**config.mk**
```make
export PLATFORM = sky130hd
export DESIGN_NAME = add_seq_32_bit
export DESIGN_NICKNAME = d
export VERILOG_FILES = /design/src/rtl/add_seq_32_bit.sv
export SDC_FILE = /design/constraint.sdc
export NUM_CORES = 1
export LEC_CHECK = 0
export BUFFER_PORTS_ARGS = -buffer_cell sky130_fd_sc_hd__buf_2
export CORE_UTILIZATION = 59
export DETAILED_ROUTE_END_ITERATION = 10
export GPL_ROUTABILITY_DRIVEN = 0
export PLACE_DENSITY = 0.87
export SYNTH_ARGS = -nofsm -noshare
export SYNTH_HDL_FRONTEND = slang
export SYNTH_SLANG_ARGS = --single-unit
export TNS_END_PERCENT = 5
```
**constraint.sdc**
```tcl
create_clock -name clk -period 8.25 [get_ports clk]
set_input_delay 0.4125 -clock clk [delete_from_list [all_inputs] [get_ports clk]]
set_output_delay 0.4125 -clock clk [all_outputs]
set_load 0.03 [all_outputs]
```
**src/rtl/add_seq_32_bit.sv**
```systemverilog
`default_nettype none
// ============================================================================
// Module   : add_seq_32_bit
// Purpose  : Multi-cycle 32-bit add/subtract. One SLICE_W-bit ripple-carry
//            slice is reused over WIDTH/SLICE_W cycles, least-significant
//            slice first. A registered carry links each slice to the next.
//            Ready/valid handshakes are used on both the input and the
//            output side.
// Ports    : clk        - clock; all state updates on the rising edge
//            rst_n      - asynchronous active-low reset
//            in_valid   - requester presents an operation
//            in_ready   - block can accept (IDLE only)
//            X, Y       - operands, sampled on the input handshake
//            ci         - carry-in for add (ignored when sub=1)
//            sub        - 0: X+Y+ci, 1: X-Y
//            out_valid  - result valid and held stable (DONE)
//            out_ready  - consumer accepts the result
//            sum        - result register
//            co         - final carry-out (for subtract, 1 = no borrow)
//            ovf        - signed overflow
// Revision : 1.0 - initial release
// ============================================================================
module add_seq_32_bit #(
  parameter int WIDTH   = 32,
  parameter int SLICE_W = 8     // WIDTH must be an integer multiple of this
) (
  input  logic             clk,
  input  logic             rst_n,
  input  logic             in_valid,
  output logic             in_ready,
  input  logic [WIDTH-1:0] X,
  input  logic [WIDTH-1:0] Y,
  input  logic             ci,
  input  logic             sub,
  output logic             out_valid,
  input  logic             out_ready,
  output logic [WIDTH-1:0] sum,
  output logic             co,
  output logic             ovf
);

  localparam int NSLICE = WIDTH / SLICE_W;
  localparam int CNT_W  = (NSLICE > 1) ? $clog2(NSLICE) : 1;
  localparam logic [CNT_W-1:0] LAST_SLICE = CNT_W'(NSLICE - 1);

  typedef enum logic [1:0] {
    IDLE = 2'd0,
    RUN  = 2'd1,
    DONE = 2'd2
  } state_t;

  state_t             state_q, state_d;
  logic [CNT_W-1:0]   cnt_q,   cnt_d;
  logic               carry_q, carry_d;
  logic [WIDTH-1:0]   opa_q,   opa_d;
  logic [WIDTH-1:0]   opb_q,   opb_d;
  logic [WIDTH-1:0]   sum_q,   sum_d;
  logic               co_q,    co_d;
  logic               ovf_q,   ovf_d;

  logic [SLICE_W-1:0] slice_a;
  logic [SLICE_W-1:0] slice_b;
  logic [SLICE_W:0]   slice_full;
  logic               slice_co;
  logic               slice_msb_cin;

  // Select the operand slice addressed by the counter.
  always_comb begin
    slice_a = '0;
    slice_b = '0;
    for (int k = 0; k < NSLICE; k++) begin
      if (cnt_q == CNT_W'(k)) begin
        slice_a = opa_q[k*SLICE_W +: SLICE_W];
        slice_b = opb_q[k*SLICE_W +: SLICE_W];
      end
    end
  end

  // The shared ripple-carry slice.
  assign slice_full = {1'b0, slice_a} + {1'b0, slice_b} + {{SLICE_W{1'b0}}, carry_q};
  assign slice_co   = slice_full[SLICE_W];

  // Carry into the slice MSB recovered from the MSB sum bit: s = a ^ b ^ cin.
  assign slice_msb_cin = slice_a[SLICE_W-1] ^ slice_b[SLICE_W-1] ^ slice_full[SLICE_W-1];

  // Next-state and output decode.
  always_comb begin
    state_d   = state_q;
    cnt_d     = cnt_q;
    carry_d   = carry_q;
    opa_d     = opa_q;
    opb_d     = opb_q;
    sum_d     = sum_q;
    co_d      = co_q;
    ovf_d     = ovf_q;
    in_ready  = 1'b0;
    out_valid = 1'b0;

    case (state_q)
      IDLE: begin
        in_ready = 1'b1;
        if (in_valid) begin
          // Subtract is X + ~Y + 1: invert B here and seed the carry with 1.
          opa_d   = X;
          opb_d   = sub ? ~Y : Y;
          carry_d = sub ? 1'b1 : ci;
          cnt_d   = '0;
          state_d = RUN;
        end
      end

      RUN: begin
        for (int k = 0; k < NSLICE; k++) begin
          if (cnt_q == CNT_W'(k)) begin
            sum_d[k*SLICE_W +: SLICE_W] = slice_full[SLICE_W-1:0];
          end
        end
        carry_d = slice_co;
        cnt_d   = cnt_q + CNT_W'(1);
        if (cnt_q == LAST_SLICE) begin
          co_d    = slice_co;
          ovf_d   = slice_msb_cin ^ slice_co;
          state_d = DONE;
        end
      end

      DONE: begin
        out_valid = 1'b1;
        if (out_ready) begin
          state_d = IDLE;
        end
      end

      default: begin
        state_d = IDLE;
      end
    endcase
  end

  always_ff @(posedge clk or negedge rst_n) begin
    if (!rst_n) begin
      state_q <= IDLE;
      cnt_q   <= '0;
      carry_q <= 1'b0;
      opa_q   <= '0;
      opb_q   <= '0;
      sum_q   <= '0;
      co_q    <= 1'b0;
      ovf_q   <= 1'b0;
    end else begin
      state_q <= state_d;
      cnt_q   <= cnt_d;
      carry_q <= carry_d;
      opa_q   <= opa_d;
      opb_q   <= opb_d;
      sum_q   <= sum_d;
      co_q    <= co_d;
      ovf_q   <= ovf_d;
    end
  end

  assign sum = sum_q;
  assign co  = co_q;
  assign ovf = ovf_q;

endmodule
`default_nettype wire

```
==> qor.yml, run 1 <==
hold_path:
  worst_hold_path_type: "in2reg"
  hold-path-endpoint: "opa_q[15]"
  whs_path_cells: 3
  hold_start: "X[15]"
worst_setup_path:
  critPathKind: "reg2reg"
  crit_fanout: 33
  rr_startpoint: "cnt_q[1]"
  worst_path_most_repeated_cell: "a21oi_1"
  worstReg2RegEnd: "sum[14]"
  data_arrival_time_of_the_critical_path_ns: 4.05
  required_ns: 8.49
  slowest_stage: "ha_1"
  worst_r2r_path_cells: 14
  timing.critical_path.cells: "inv_1 -> ha_1 -> nand2_1 -> a21oi_1 -> a21oi_1 -> nor2_1 -> a21oi_1 -> fa_1 -> fa_1 -> nand2b_1 -> a21oi_1 -> a31oi_1 -> xor2_1 -> o21ai_0"
  reg2reg_slack_ns: 4.44
  worst_setup_path_end_kind: "flop"
  cpPeakStageDelay_ns: 0.75
  crit_path_start_kind: "flop"
routing:
  firstDrtPassIters: 5
  drt_first_iter_violations: 185
  drt_total_wl_mm: 10.7
  post_drt_wl_per_cell_um: 14.2
  post_drt_via_cell_ratio: 5.42
  drc: 0
  vias: 4089
  antenna_left: 0
clock_tree:
  root_buffer: "clkbuf_8"
  cts_max_level: 3
  clock_insertion_delay_worst_skew_ns: 0.37
  post_cts_resized: 0
  cts_post_setup_buffers_inserted: 0
  clkTransAtPathRegs_ns: 0.11
  cts-buffers-inserted: 9
  cts.hold.buffers_added: 1
  tritoncts: "yes"
  clock_sink_count: 103
  clockBufferDepth: 2
grt:
  global_route.overflow_total: 0
  grtUsageTotal: 0.266
  antenna_found_initial: 0
  grt_first_pass_wirelength_mm: 18.0
  grt_max_degree: 97
  first_global_vias: 3829
pwr:
  p_switching_mw: 1.13
  clock_power_share: 0.127
  sequentialPowerShare: 0.366
  combPwrFrac: 0.506
  swShare: 0.474
  leak_pwr_nw: 2.82
  power_per_cell_area_nw_per_um2: 421
  worst_ir_drop_vdd_uv: 213
  cellInternalPower_mw: 1.25
synthesis:
  synth_top_family_by_area: "simple AND/OR/NAND/NOR gates"
  synthTopCellsByArea: "dfrtp_1, nand2_1, o21ai_0"
  post_synth_instance_area_um2: 4960
  synth_seq_cells: 103
  synthArstFlopShare: 1.00
  synth_fa_ha_area_frac: 0.0358
  per_instance_average_area_after_synthesis_um2: 8.81
  yosysWarnings: 0
  synth.most_common_cell: "nand2_1"
  synth_ff_type: "dfrtp_1"
  synth_top_area_cell: "dfrtp_1"
  synth_top_area_frac: 0.520
  seq_area_frac_synth: 0.520
  synth_compound_gate_area_share: 0.138
  post_synth_cell_types: 30
  synth_common_cells: "nand2_1, dfrtp_1, o21ai_0"
  synthesis.instances: 563
  mappedNetlistNets: 646
  number_of_flops_mapped_to_enable_cells_by_yosys: 0
  yosys-mux-area-fraction: 0.00656
  post_synthesis_share_of_cell_area_spent_on_and_or_nand_and_nor_gates: 0.193
  synth_xor_xnor_area_share: 0.0704
timing:
  fin_setup_tns_ns: 0
  timing.final.crit_period_ns: 3.81
  skew_ns: 0.0134
  finalSetupViolations: 0
  timing.fmax_mhz: 263
  min_period_over_period: 0.461
  report.final.slew_viol_count: 0
  timing.slew.headroom: 0.228
  tightest_slew_ns: 1.16
  unrepaired_setup_endpoints_after_global_routing: "no"
  timing.final.hold_violations: 0
floorplan:
  floorplan.initialDensity: 0.607
  chipWidth_um: 93.7
  fp-row-count: 33
  placeableCoreArea_um2: 8180
  top_level_ports: 106
  design.die.area_um2: 8780
  chipHeight_um: 93.7
job:
  timing.max_cap.violations: 0
run_status:
  run_status: "complete, no violations"
final_layout:
  n_antenna_cell: 0
  fin_cells: 755
  final_net_count: 728
  final_area_um2: 5670
  fin_util: 0.694
  flow.area_growth_from_synthesis_pct: 14.4
  share_of_cells_above_drive_strength_1: 0.197
place:
  dpl-instance-area_um2: 5470
  place.detailed.instances: 738
  total_of_buffers_placed_on_input_and_output_ports: 105
  dp_hpwl_mm: 7.80
==> cell type report <==
type                            instances  area, um^2
Clock inverter                          7        62.6
Timing Repair Buffer                  108         553
Inverter                                5        18.8
Sequential cell                       103        2580
Tap cell                              105         131
Multi-Input combinational cell        418        2200
Fill cell                             617        2500
Clock buffer                            9         124
==> power by group through the flow <==
stage                     registers, mW  logic, mW  clock network, mW
after CTS                         0.869       1.21              0.306
final                             0.874       1.21              0.304
after global placement            0.871       1.14                  0
after global routing              0.895       1.36              0.324
after detailed placement          0.880       1.20                  0
after floorplan                   0.971      0.778                  0
==> logic make-up after synthesis <==
group	after synthesis
AO/OA/AOI/OAI	130
XOR/XNOR	39
adder cells (fa/ha/maj)	13
buffers and inverters	42
flip-flops	103
multiplexers	3
AND/OR/NAND/NOR	233
==> registers in the layout (all words and copies together), names as in the netlist <==
register / count
opa_q: 32
carry_q: 1
opb_q: 32
sum: 32
co: 1
state_q: 2
cnt_q: 2
ovf: 1
==> stage by stage <==
stage          hold slack [ns]  total power [mW]  setup slack [ns]
6_report                 0.226              2.39              4.44
5_1_grt                  0.224              2.58              4.02
4_1_cts                  0.215              2.38              4.48
3_5_place_dp             0.352              2.08              4.52
3_3_place_gp             0.346              2.01              4.77
2_1_floorplan            0.117              1.75              5.24
==> placed cells by master (no fill, tap or decap), types with 3 or more instances in the layout <==
cell type    n
a21o_1       3
xor2_1       4
clkbuf_8     9
buf_4        3
nand2_1    196
a21oi_1     40
inv_6        4
ha_1        11
dfrtp_1    103
nand3b_1    17
nor2_1      10
o21ai_0     78
nand2b_1     4
xnor2_1     34
buf_2      104
inv_1        5
==> critical path: cells and delay by family (launching register included) <==
family	cells	cell delay [ns]
compound gates	6	0.81
xor+xnor	1	0.26
fa+ha+maj	3	1.66
buf+inv	1	0.11
flops	1	0.42
simple gates	3	0.42
==> routing by layer <==
layer | share of wire | GRT usage
met1 | 0.44 | 0.358
met5 | 0 | 0
met2 | 0.48 | 0.439
met4 | 0.022 | 0.100
met3 | 0.055 | 0.0405
==> how the worst max path moves through the flow <==
stage	from	endpoint	cells past startpoint
2_1_floorplan	cnt_q[0]	sum[14]	14
3_3_place_gp	cnt_q[0]	sum[30]	12
3_5_place_dp	cnt_q[1]	sum[14]	14
4_1_cts	cnt_q[1]	sum[14]	14
5_1_grt	cnt_q[1]	sum[14]	14
6_report	cnt_q[1]	sum[14]	14
No activity file was read; power rests on OpenSTA's default activity.
==> run 2, diff against run 1 <==
CORE_UTILIZATION = 49   (was 59)
PLACE_DENSITY = 0.78   (was 0.87)
clock period = 3.2 ns   (was 8.25 ns; I/O delays follow)
==> run 2 against run 1 <==
- die area increased by 20%
- cell count increased by 9.4%
- sequential power increased to 2.6 times the previous value
- critical path depth unchanged
- global-route usage decreased by 2.2 points
- utilization decreased by 6.5 points
- sequential share of layout area decreased by 3.5 points
- critical endpoint unchanged
==> qor.yml, run 2 (same netlist as run 1, synthesis figures left out) <==
run_status:
  run_status: "complete, no violations"  # unchanged
timing:
  timing.final.crit_period_ns: 3.04  # was 3.81 ns
  report.final.slew_viol_count: 0  # unchanged
  fin_setup_tns_ns: 0  # unchanged
  unrepaired_setup_endpoints_after_global_routing: "yes"  # was no
  min_period_over_period: 0.950  # was 0.461
  skew_ns: 0.0170  # was 0.0134 ns
  fin_ws_ns: 0.159  # was 4.44 ns
  timing.hold.ws_ns: 0.0127  # was 0.226 ns
  timing.final.hold_violations: 0  # unchanged
  timing.fmax_mhz: 329  # was 263 MHz
  timing.slew.headroom: 0.209  # was 0.228
  finalSetupViolations: 0  # unchanged
  tightest_slew_ns: 1.18  # was 1.16 ns
pwr:
  total_power_mw: 6.38  # was 2.39 mW
  leak_pwr_nw: 3.02  # was 2.82 nW
  power_per_cell_area_nw_per_um2: 1040  # was 421 nW/um^2
  worst_ir_drop_vdd_uv: 432  # was 213 uV
floorplan:
  placeableCoreArea_um2: 9770  # was 8180 um^2
  fp-row-count: 36  # was 33
  floorplan.initialDensity: 0.507  # was 0.607
  chipWidth_um: 103  # was 93.7 um
  top_level_ports: 106  # unchanged
  chipHeight_um: 103  # was 93.7 um
  design.die.area_um2: 10500  # was 8780 um^2
grt:
  grt_max_degree: 104  # was 97
  grtUsageTotal: 0.244  # was 0.266
  first_global_vias: 4037  # was 3829
  grt_first_pass_wirelength_mm: 19.3  # was 18.0 mm
  global_route.overflow_total: 0  # unchanged
  antenna_found_initial: 0  # unchanged
hold_path:
  whs_path_cells: 3  # unchanged
  worst_hold_path_type: "in2reg"  # unchanged
  hold_start: "X[31]"  # was X[15]
  hold-path-endpoint: "opa_q[31]"  # was opa_q[15]
job:
  timing.max_cap.violations: 0  # unchanged
place:
  place_worst_setup_slack_ns: 0.0398  # was 4.52 ns
  dpl-instance-area_um2: 5570  # was 5470 um^2
  total_of_buffers_placed_on_input_and_output_ports: 105  # unchanged
  place.detailed.instances: 773  # was 738
  dp_hpwl_mm: 8.34  # was 7.80 mm
worst_setup_path:
  worst_r2r_path_cells: 14  # unchanged
  data_arrival_time_of_the_critical_path_ns: 3.29  # was 4.05 ns
  worst_path_most_repeated_cell: "a21oi_1"  # unchanged
  timing.critical_path.cells: "inv_1 -> ha_2 -> nand3b_1 -> a21oi_1 -> a21oi_1 -> nor2_1 -> a21oi_1 -> fa_2 -> fa_1 -> nand2b_1 -> a21oi_2 -> a31oi_1 -> xor2_1 -> o21ai_0"  # was inv_1 -> ha_1 -> nand2_1 -> a21oi_1 -> a21oi_1 -> nor2_1 -> a21oi_1 -> fa_1 -> fa_1 -> nand2b_1 -> a21oi_1 -> a31oi_1 -> xor2_1 -> o21ai_0
  cpPeakStageDelay_ns: 0.40  # was 0.75 ns
  worst_setup_path_end_kind: "flop"  # unchanged
  required_ns: 3.45  # was 8.49 ns
  worstReg2RegEnd: "sum[14]"  # unchanged
  critPathKind: "reg2reg"  # unchanged
  reg2reg_slack_ns: 0.16  # was 4.44 ns
  crit_fanout: 6  # was 33
  slowest_stage: "fa_1"  # was ha_1
  crit_path_start_kind: "flop"  # unchanged
  rr_startpoint: "cnt_q[1]"  # unchanged
final_layout:
  final_net_count: 771  # was 728
  final_area_um2: 6140  # was 5670 um^2
  multi_input_comb_area_um2: 2210  # was 2200 um^2
  fin_cells: 826  # was 755
  nFillCells: 801  # was 617
  flow.area_growth_from_synthesis_pct: 23.9  # was 14.4%
  mostFrequentLayoutCells: "nand2_1, buf_2, dfrtp_1"  # unchanged
  most_common_cell_after_layout_fill_and_taps_aside: "nand2_1"  # unchanged
  fin_util: 0.629  # was 0.694
  register_area_um2: 2580  # unchanged
  n_antenna_cell: 0  # unchanged
  share_of_cells_above_drive_strength_1: 0.205  # was 0.197
routing:
  drt_first_iter_violations: 215  # was 185
  post_drt_via_cell_ratio: 5.15  # was 5.42
  antenna_left: 0  # unchanged
  firstDrtPassIters: 4  # was 5
  vias: 4257  # was 4089
  post_drt_wl_per_cell_um: 14.3  # was 14.2 um
  drc: 0  # unchanged
  drt_total_wl_mm: 11.8  # was 10.7 mm
clock_tree:
  clockBufferDepth: 2  # unchanged
  cts-buffers-inserted: 9  # unchanged
  root_buffer: "clkbuf_8"  # unchanged
  tritoncts: "yes"  # unchanged
  clkTransAtPathRegs_ns: 0.10  # was 0.11 ns
  clock_insertion_delay_worst_skew_ns: 0.38  # was 0.37 ns
  clock_sink_count: 103  # unchanged
  cts_max_level: 3  # unchanged
run 2: cell count changes in the layout (fill, tap and decap cells not counted), moves of 2 or more:
| cell | delta |
|---|---|
| clkinv_2 | +2 |
| ha_2 | +2 |
| ha_1 | -2 |
| o21ai_0 | -2 |
| inv_6 | -2 |
| o21ai_1 | +2 |
| buf_4 | +9 |
| dlygate4sd3_1 | +32 |
run 2: where the power goes:
part           switching [mW]  internal (mW)  total (mW)  leakage [nW]
Clock                   0.451          0.366       0.818         0.101
Combinational            2.12           1.18        3.30          1.62
Sequential              0.368           1.90        2.27          1.30
run 2: timing repair:
| action | CTS | global route |
|---|---|---|
| buffers inserted | 0 | 4 |
| setup endpoints to repair | 0 | 18 |
| hold buffers | 33 | 0 |
| resized for setup | 0 | 7 |
| hold endpoints to repair | 135 | 0 |
run 2: worst max-delay path by stage:
stage / startpoint / endpoint / cells after the start
finish: cnt_q[1] / sum[14] / 14
global route: cnt_q[1] / sum[14] / 14
CTS: cnt_q[0] / sum[30] / 13
detailed placement: cnt_q[0] / sum[30] / 13
global placement: cnt_q[0] / sum[30] / 13
floorplan: cnt_q[0] / sum[14] / 14
run 2: area by class of cell:
class	instances	area share
multi-input cells	418	0.360
clock buffers	10	0.0208
inverters	5	0.00305
clock inverters	6	0.0108
well taps	133	0.0271
flip-flops and latches	103	0.420
repair buffers	151	0.158
run 2: critical path: cells and delay by family, from the launching register on:
kind | cells | cell delay (ns)
buf+inv | 1 | 0.08
compound gates | 6 | 0.69
fa+ha+maj | 3 | 0.99
xor+xnor | 1 | 0.28
simple gates | 3 | 0.48
flops | 1 | 0.39
run 2: routing by layer:
metal	GRT usage	part of all wire
met3	0.0353	0.045
met2	0.399	0.48
met5	0	0
met1	0.321	0.45
met4	0.116	0.031
==> run 3, diff against run 2 <==
BUFFER_PORTS_ARGS = -buffer_cell sky130_fd_sc_hd__buf_4   (was -buffer_cell sky130_fd_sc_hd__buf_2)
==> run 3 against run 2 <==
- hold slack worse by 0.0099 ns
- critical path depth stayed put
- via count is 1.1% lower
- cell count is 0.12% lower
- non-clock buffer count is 1 lower
- clock skew is 0.00095 ns lower
- sequential share of layout area is 1.4 points lower
- clock-buffer cell count is 1 lower
- critical endpoint is now sum[22]
==> qor.yml, run 3 (same netlist as run 1, synthesis figures left out) <==
run_status:
  run_status: "complete, no violations"  # unchanged
grt:
  global_route.overflow_total: 0  # unchanged
  grt_first_pass_wirelength_mm: 19.2  # was 19.3 mm
  first_global_vias: 4115  # was 4037
  grtUsageTotal: 0.239  # was 0.244
  antenna_found_initial: 0  # unchanged
  grt_max_degree: 73  # was 104
timing:
  timing.final.hold_violations: 0  # unchanged
  tightest_slew_ns: 1.03  # was 1.18 ns
  finalSetupViolations: 0  # unchanged
  min_period_over_period: 0.950  # about the same
  skew_ns: 0.0160  # was 0.0170 ns
  fin_setup_tns_ns: 0  # unchanged
  timing.final.crit_period_ns: 3.04  # about the same
  timing.slew.headroom: 0.310  # was 0.209
  timing.fmax_mhz: 329  # about the same
  report.final.slew_viol_count: 0  # unchanged
routing:
  post_drt_via_cell_ratio: 5.11  # was 5.15
  post_drt_wl_per_cell_um: 14.2  # was 14.3 um
  drt_total_wl_mm: 11.7  # was 11.8 mm
  vias: 4212  # was 4257
  firstDrtPassIters: 4  # unchanged
  drc: 0  # unchanged
  antenna_left: 0  # unchanged
  drt_first_iter_violations: 195  # was 215
place:
  place.detailed.instances: 776  # was 773
  total_of_buffers_placed_on_input_and_output_ports: 105  # unchanged
  dpl-instance-area_um2: 5840  # was 5570 um^2
  dp_hpwl_mm: 8.41  # was 8.34 mm
pwr:
  p_switching_mw: 2.94  # about the same
  worst_ir_drop_vdd_uv: 478  # was 432 uV
  swShare: 0.459  # was 0.460
  total_power_mw: 6.40  # was 6.38 mW
  cellInternalPower_mw: 3.46  # was 3.44 mW
  power_per_cell_area_nw_per_um2: 1010  # was 1040 nW/um^2
  sequentialPowerShare: 0.353  # was 0.355
  combPwrFrac: 0.529  # was 0.517
  leak_pwr_nw: 3.06  # was 3.02 nW
  clock_power_share: 0.118  # was 0.128
final_layout:
  final_net_count: 770  # was 771
  most_common_cell_after_layout_fill_and_taps_aside: "nand2_1"  # unchanged
  multi_input_comb_area_um2: 2210  # unchanged
  share_of_cells_above_drive_strength_1: 0.210  # was 0.205
  fin_cells: 825  # was 826
  n_antenna_cell: 0  # unchanged
  flow.area_growth_from_synthesis_pct: 28.2  # was 23.9%
  register_area_um2: 2580  # unchanged
  nFillCells: 793  # was 801
  mostFrequentLayoutCells: "nand2_1, buf_4, dfrtp_1"  # was nand2_1, buf_2, dfrtp_1
  final_area_um2: 6360  # was 6140 um^2
clock_tree:
  root_buffer: "clkbuf_8"  # unchanged
  cts-buffers-inserted: 9  # unchanged
  clock_insertion_delay_worst_skew_ns: 0.37  # was 0.38 ns
  tritoncts: "yes"  # unchanged
  clockBufferDepth: 2  # unchanged
  cts_max_level: 3  # unchanged
  clock_sink_count: 103  # unchanged
  clkTransAtPathRegs_ns: 0.11  # was 0.10 ns
worst_setup_path:
  worst_r2r_path_cells: 14  # unchanged
  critPathKind: "reg2reg"  # unchanged
  slowest_stage: "fa_1"  # unchanged
  worst_path_most_repeated_cell: "a21oi_1"  # unchanged
  crit_fanout: 4  # was 6
  required_ns: 3.45  # about the same
  reg2reg_slack_ns: 0.16  # about the same
  cpPeakStageDelay_ns: 0.45  # was 0.40 ns
  worst_setup_path_end_kind: "flop"  # unchanged
  crit_path_start_kind: "flop"  # unchanged
  timing.critical_path.cells: "inv_1 -> ha_2 -> nand3b_1 -> a21oi_1 -> a21oi_1 -> nor2_1 -> a21oi_1 -> fa_1 -> fa_2 -> nand2b_1 -> a21oi_2 -> a31oi_1 -> xor2_1 -> o21ai_0"  # was inv_1 -> ha_2 -> nand3b_1 -> a21oi_1 -> a21oi_1 -> nor2_1 -> a21oi_1 -> fa_2 -> fa_1 -> nand2b_1 -> a21oi_2 -> a31oi_1 -> xor2_1 -> o21ai_0
  data_arrival_time_of_the_critical_path_ns: 3.29  # about the same
  worstReg2RegEnd: "sum[22]"  # was sum[14]
  rr_startpoint: "cnt_q[1]"  # unchanged
floorplan:
  chipHeight_um: 103  # unchanged
  chipWidth_um: 103  # unchanged
  design.die.area_um2: 10500  # unchanged
  placeableCoreArea_um2: 9770  # unchanged
  top_level_ports: 106  # unchanged
  floorplan.initialDensity: 0.507  # unchanged
  fp-row-count: 36  # unchanged
job:
  timing.max_cap.violations: 0  # unchanged
hold_path:
  worst_hold_path_type: "in2reg"  # unchanged
  whs_path_cells: 3  # unchanged
  hold_start: "X[18]"  # was X[31]
  hold-path-endpoint: "opa_q[18]"  # was opa_q[31]
## run 3: cell types whose count changed in the layout (fill, tap and decap cells not counted), sizes merged
cell / delta
clkbuf: -1
inv: +1
dlygate4sd3: -3
clkinvlp: +3
buf: +2
bufinv: -1
clkinv: -2
## run 3: how the worst max path moves through the flow
| stage | to | start | slack, ns | cells past startpoint |
|---|---|---|---|---|
| finish | sum[22] | cnt_q[1] | 0.16 | 14 |
| global route | sum[6] | cnt_q[1] | -0.03 | 14 |
| CTS | sum[14] | cnt_q[1] | 0.04 | 14 |
| detailed placement | sum[14] | cnt_q[1] | 0.06 | 14 |
| global placement | sum[30] | cnt_q[0] | 0.20 | 13 |
| floorplan | sum[14] | cnt_q[0] | 0.19 | 14 |
## run 3: cell type report
class	instances	share of cell area
inverter	5	0.00295
clock buffer	9	0.0195
tap	133	0.0262
multi-input combinational	418	0.348
sequential	103	0.406
clock inverter	7	0.00846
timing repair buffer	150	0.189
## run 3: power groups by stage
stage	Sequential [mW]	Combinational, mW	Clock (mW)
2_1_floorplan	2.50	2.01	0
4_1_cts	2.25	3.32	0.766
3_5_place_dp	2.28	3.28	0
3_3_place_gp	2.26	3.18	0
5_1_grt	2.32	3.78	0.808
6_report	2.26	3.39	0.756
## run 3: metrics by stage
stage,hold slack [ns],utilization,setup WS (ns)
finish,0.00287,0.650,0.159
global route,0.00695,0.650,-0.0333
CTS,0.00165,0.647,0.0430
detailed placement,0.352,0.598,0.0645
global placement,0.343,0.598,0.199
floorplan,-0.136,-,0.188
## run 3: repair_timing
action,in CTS,in global routing
resized for setup,0,5
setup endpoints to repair,0,12
setup buffers,0,3
hold endpoints to repair,99,0
hold buffers,30,0
## run 3: layer usage
metal / part of all wire / GRT usage
met2: 0.49 / 0.412
met3: 0.047 / 0.0278
met4: 0.014 / 0.0780
met5: 0 / 0
met1: 0.45 / 0.314
## run 3: worst max-delay path: cells and delay by family, from the launching register on
kind | cells | cell delay [ns]
buf+inv | 1 | 0.12
simple gates | 3 | 0.39
flops | 1 | 0.40
fa+ha+maj | 3 | 1.04
compound gates | 6 | 0.69
xor+xnor | 1 | 0.28
